--- src/rtl/fetch_sequencer.sv ---
// Fetch-stage sequencer: one outstanding word request, single-entry output slot,
// stall back-pressure, redirect and HALT handling. Optional counters: FETCH_PERF_CNT_EN.
module fetch_sequencer #(
  parameter logic [31:0] RESET_PC    = 32'h0000_0000,
  parameter int unsigned PC_STEP     = 4,
  parameter logic [5:0]  HALT_OPCODE = 6'b111111
) (
  input  logic        clk,
  input  logic        Reset,
  output logic        mem_req,
  output logic [31:0] mem_addr,
  input  logic        mem_ready,
  input  logic [31:0] mem_rdata,
  input  logic        stall,
  input  logic        redirect_en,
  input  logic [31:0] redirect_pc,
  output logic        instr_valid,
  output logic [31:0] InstructionCode,
  output logic [31:0] pc_out,
  output logic        halted
`ifdef FETCH_PERF_CNT_EN
  ,
  output logic [31:0] fetch_count,
  output logic [31:0] mem_wait_count,
  output logic [31:0] stall_count
`endif
);

  localparam logic [31:0] STEP = 32'(PC_STEP);

  typedef enum logic [1:0] {
    ST_IDLE  = 2'd0,
    ST_FETCH = 2'd1,
    ST_HALT  = 2'd2
  } state_t;

  state_t      state_reg, state_next;
  logic [31:0] pc_reg, pc_next;
  logic        valid_reg, valid_next;
  logic [31:0] code_reg, code_next;
  logic [31:0] pc_out_reg, pc_out_next;

  logic transfer;
  logic take;
  logic is_halt_word;

  assign transfer     = mem_req && mem_ready;
  assign take         = valid_reg && !stall;
  assign is_halt_word = (mem_rdata[31:26] == HALT_OPCODE);

  // State register
  always_ff @(posedge clk) begin
    if (!Reset) begin
      state_reg <= ST_IDLE;
    end else begin
      state_reg <= state_next;
    end
  end

  // Next-state logic; redirect overrides everything except reset
  always_comb begin
    state_next = state_reg;
    if (redirect_en) begin
      state_next = ST_IDLE;
    end else begin
      case (state_reg)
        ST_IDLE:  state_next = ST_FETCH;
        ST_FETCH: if (transfer && is_halt_word) state_next = ST_HALT;
        ST_HALT:  state_next = ST_HALT;
        default:  state_next = ST_IDLE;
      endcase
    end
  end

  // Output logic
  always_comb begin
    mem_req = 1'b0;
    halted  = 1'b0;
    case (state_reg)
      ST_FETCH: mem_req = !valid_reg || !stall;
      ST_HALT:  halted  = 1'b1;
      default:  ;
    endcase
  end

  // Slot and PC update; a redirect discards any same-cycle transfer
  always_comb begin
    pc_next     = pc_reg;
    valid_next  = valid_reg;
    code_next   = code_reg;
    pc_out_next = pc_out_reg;
    if (redirect_en) begin
      pc_next    = redirect_pc & 32'hFFFF_FFFC;
      valid_next = 1'b0;
    end else if (transfer) begin
      code_next   = mem_rdata;
      pc_out_next = pc_reg;
      valid_next  = 1'b1;
      pc_next     = pc_reg + STEP;
    end else if (take) begin
      valid_next = 1'b0;
    end
  end

  always_ff @(posedge clk) begin
    if (!Reset) begin
      pc_reg     <= RESET_PC;
      valid_reg  <= 1'b0;
      code_reg   <= 32'h0;
      pc_out_reg <= 32'h0;
    end else begin
      pc_reg     <= pc_next;
      valid_reg  <= valid_next;
      code_reg   <= code_next;
      pc_out_reg <= pc_out_next;
    end
  end

  assign mem_addr        = pc_reg;
  assign instr_valid     = valid_reg;
  assign InstructionCode = code_reg;
  assign pc_out          = pc_out_reg;

`ifdef FETCH_PERF_CNT_EN
  // Counter order: fetches, memory wait cycles, stalled-slot cycles
  logic [2:0]  cnt_inc;
  logic [31:0] cnt_reg [3];

  assign cnt_inc[0] = transfer;
  assign cnt_inc[1] = mem_req && !mem_ready;
  assign cnt_inc[2] = valid_reg && stall;

  generate
    for (genvar gi = 0; gi < 3; gi++) begin : g_cnt
      always_ff @(posedge clk) begin
        if (!Reset) begin
          cnt_reg[gi] <= 32'h0;
        end else if (cnt_inc[gi]) begin
          cnt_reg[gi] <= cnt_reg[gi] + 32'h1;
        end
      end
    end
  endgenerate

  assign fetch_count    = cnt_reg[0];
  assign mem_wait_count = cnt_reg[1];
  assign stall_count    = cnt_reg[2];
`endif

endmodule

--- config.mk ---
export PLATFORM = sky130hd
export DESIGN_NAME = fetch_sequencer
export DESIGN_NICKNAME = d
export VERILOG_FILES = /design/src/rtl/fetch_sequencer.sv
export SDC_FILE = /design/constraint.sdc
export NUM_CORES = 1
export LEC_CHECK = 0
export ABC_AREA = 1
export CAP_MARGIN = 20
export CELL_PAD_IN_SITES_DETAIL_PLACEMENT = 0
export CELL_PAD_IN_SITES_GLOBAL_PLACEMENT = 2
export CORE_MARGIN = 4
export CORE_UTILIZATION = 25
export CTS_CLUSTER_DIAMETER = 200
export CTS_CLUSTER_SIZE = 10
export DETAILED_ROUTE_END_ITERATION = 12
export GPL_ROUTABILITY_DRIVEN = 0
export HOLD_SLACK_MARGIN = 0.03
export PLACE_DENSITY = 0.85
export SLEW_MARGIN = 20
export SYNTH_ARGS = -nofsm -noshare
export SYNTH_HDL_FRONTEND = slang
export SYNTH_SLANG_ARGS = --single-unit
--- constraint.sdc ---
create_clock -name clk -period 2.9 [get_ports clk]
set_input_delay 0.58 -clock clk [delete_from_list [all_inputs] [get_ports clk]]
set_output_delay 0.58 -clock clk [all_outputs]
set_load 0.05 [all_outputs]
==> results.txt <==
Fmax -> 0.432 GHz
Async SR Flop Fraction -> 0%
initial antenna violation count -> 0
NetSw -> 0.000912 W
# hold bufs at CTS -> 0
most frequent cells after synthesis -> 218 x nand2_1, 95 x dfxtp_1, 72 x nor2_1, 67 x a21oi_1, 56 x inv_1
global-route wire length before repair -> 24.8 mm
share of total power in the clock network -> 40.8%
max FFs per register -> 32
Vias/cell -> 4.45
Die W -> 142 um
Max VDD drop -> 0.000294 V
area of the multi-input gates -> 2220 sq um
sequential power share -> 42.6%
Netlist cell types -> 36
Via Count -> 4635
PostCTS Resize Cnt -> 0
post-synthesis cell count -> 661
post-DP HPWL -> 11.4 mm
fin. max-slew vios -> 0
PortBufs -> 161
Layout area overhead -> 48.0%
final setup vio count -> 0
P_leak -> 2.66 nW
M1 WL -> 7.49 mm
Yosys warnings -> 0
final hold violation count -> 0
pre-CTS WS -> 0.435 ns
Max-Slew Margin vs Limit -> 62.5%
DRT antenna net count -> 0
Rows -> 48
Top FF cell, synth -> dfxtp_1
DR iter-0 viols -> 221
Synth Register Bits -> 95
Internal -> 0.00236 W
Met2 Routed Length -> 7.34 mm
Post-Syn Area -> 4500 sq um
EDFF count, synth -> 0
Synth top area share -> 42.2%
post-route clock period utilization -> 79.9%
GRT Overall Usage -> 15.6%
Hold Crit Class -> register to register
post-synth top area cell -> dfxtp_1
Net Sw Frac -> 27.9%
WP data arrival -> 1.74 ns
Req. time, crit path -> 2.32 ns
Die H -> 142 um
uppermost layer routed -> met4
Setup Fix Bufs, Post-CTS -> 0
MaxCap Viol Count -> 0
vias in the first global route -> 4569
layout cell share with drive strength beyond 1 -> 6.12%
setup tns final -> 0 ns
Avg Cell Area, Syn -> 6.81 sq um
Worst-Margin Slew -> 0.561 ns
register area share after synthesis -> 42.2%
post-route DRC violation count -> 0
largest net degree at the start of global routing -> 44
RSZ-0062 raised after global routing -> false
Core Region -> 17500 sq um
clock skew -> 0.00792 ns
Area contributors post-synth -> dfxtp_1 42%, nand2_1 18%, a21oi_1 7.4%, nor2_1 6.0%, inv_1 4.7%
WL/cell -> 15.2 um
most common cell in the synthesized netlist -> nand2_1
CTS tree -> built
pwr/cell area -> 492 nW/um^2
clock-pin slew on the worst setup and hold paths -> 0.07 ns
Initial Util -> 25.8%
Final min period -> 2.32 ns
crit path capture type -> output pin
Clock Root Buffer -> clkbuf_16
Nets -> 885
register area -> 1900 sq um
Pre-antenna DRT Iters -> 4
crit path max fanout -> 3
# fillers -> 1778
Die ar. -> 20200 sq um
status -> complete, no violations
met3 wire length -> 646 um
CTS Buf Count -> 9
CTS Buffer Depth -> 2
clk_lat worst skew -> 0.35 ns
H-tree depth -> 3
element type at the critical path start -> register
clk sinks -> 95
worst setup path class -> register to output pin
Comb pwr share -> 16.6%
Routed WL -> 15.8 mm
post-route setup slack -> 0.583 ns
IO Count -> 168
total gr overflow -> 0
n_diodes -> 0
metrics by stage:
stage,cells,hold WS (ns),util [%],total power [W],area [sq um]
after floorplan,664,0.478,-,0.00173,4510
after global placement,1026,0.452,36.2,0.00197,6330
after detailed placement,1026,0.454,36.2,0.00197,6330
after CTS,1042,0.465,38.1,0.00333,6660
after global routing,1042,0.476,38.1,0.00341,6660
final,1042,0.464,38.1,0.00328,6660
worst max-delay path, cell delays in order (launching register included):
cell and delay [ns]:
dfxtp_1 0.32, inv_1 0.10, ha_1 0.16, clkdlybuf4s50_1 0.80
power groups by stage:
stage	clock network, W	registers, W	logic (W)
after floorplan	0	0.00155	0.000174
after global placement	0	0.00142	0.000543
after detailed placement	0	0.00143	0.000546
after CTS	0.00139	0.00140	0.000549
after global routing	0.00143	0.00140	0.000585
final	0.00134	0.00140	0.000542
logic make-up (layout without fill, tap and decap cells):
group | after synthesis | in the layout | share of synthesized area (%)
simple gates | 354 | 354 | 34.0
xor+xnor | 6 | 6 | 1.17
flops | 95 | 95 | 42.2
fa+ha+maj | 4 | 4 | 1.11
compound gates | 106 | 106 | 12.4
buf+inv | 95 | 248 | 8.98
other cells | 1 | 4 | 0.0833
worst paths after layout:
path | end | startpoint | slack [ns] | cells past startpoint
worst min register to register | InstructionCode[13]$_SDFFE_PN0P_ | InstructionCode[13]$_SDFFE_PN0P_ | 0.46 | 2
worst max-delay path | halted | state_reg[0]$_SDFFE_PP0P_ | 0.58 | 3
worst min-delay path | InstructionCode[13]$_SDFFE_PN0P_ | InstructionCode[13]$_SDFFE_PN0P_ | 0.46 | 2
worst max register to register | InstructionCode[22]$_SDFFE_PN0P_ | state_reg[1]$_SDFFE_PP0P_ | 0.91 | 7
metal layers:
| layer | track usage, % | up-vias |
|---|---|---|
| li1 | - | 2395 |
| met1 | 20.3 | 2118 |
| met2 | 25.8 | 104 |
| met3 | 2.49 | 18 |
| met4 | 6.26 | 0 |
| met5 | 0 | - |
cells in the final DEF (no fill, tap or decap), types with 6 or more instances in the layout:
cell	count
nand4_1	6
nand3_1	29
dfxtp_1	95
a31oi_1	6
nor2_1	72
clkbuf_16	9
nand2_1	218
clkdlybuf4s50_1	160
a21oi_1	67
inv_1	55
buf_4	11
o21ai_0	25
area by class of cell:
type / instances / area share [%]
clock inverters: 4 / 1.16
multi-input cells: 474 / 33.3
well taps: 225 / 4.23
clock buffers: 12 / 3.85
flip-flops and latches: 95 / 28.5
inverters: 60 / 3.38
repair buffers: 172 / 25.6
(Power assumes the default switching activity.)
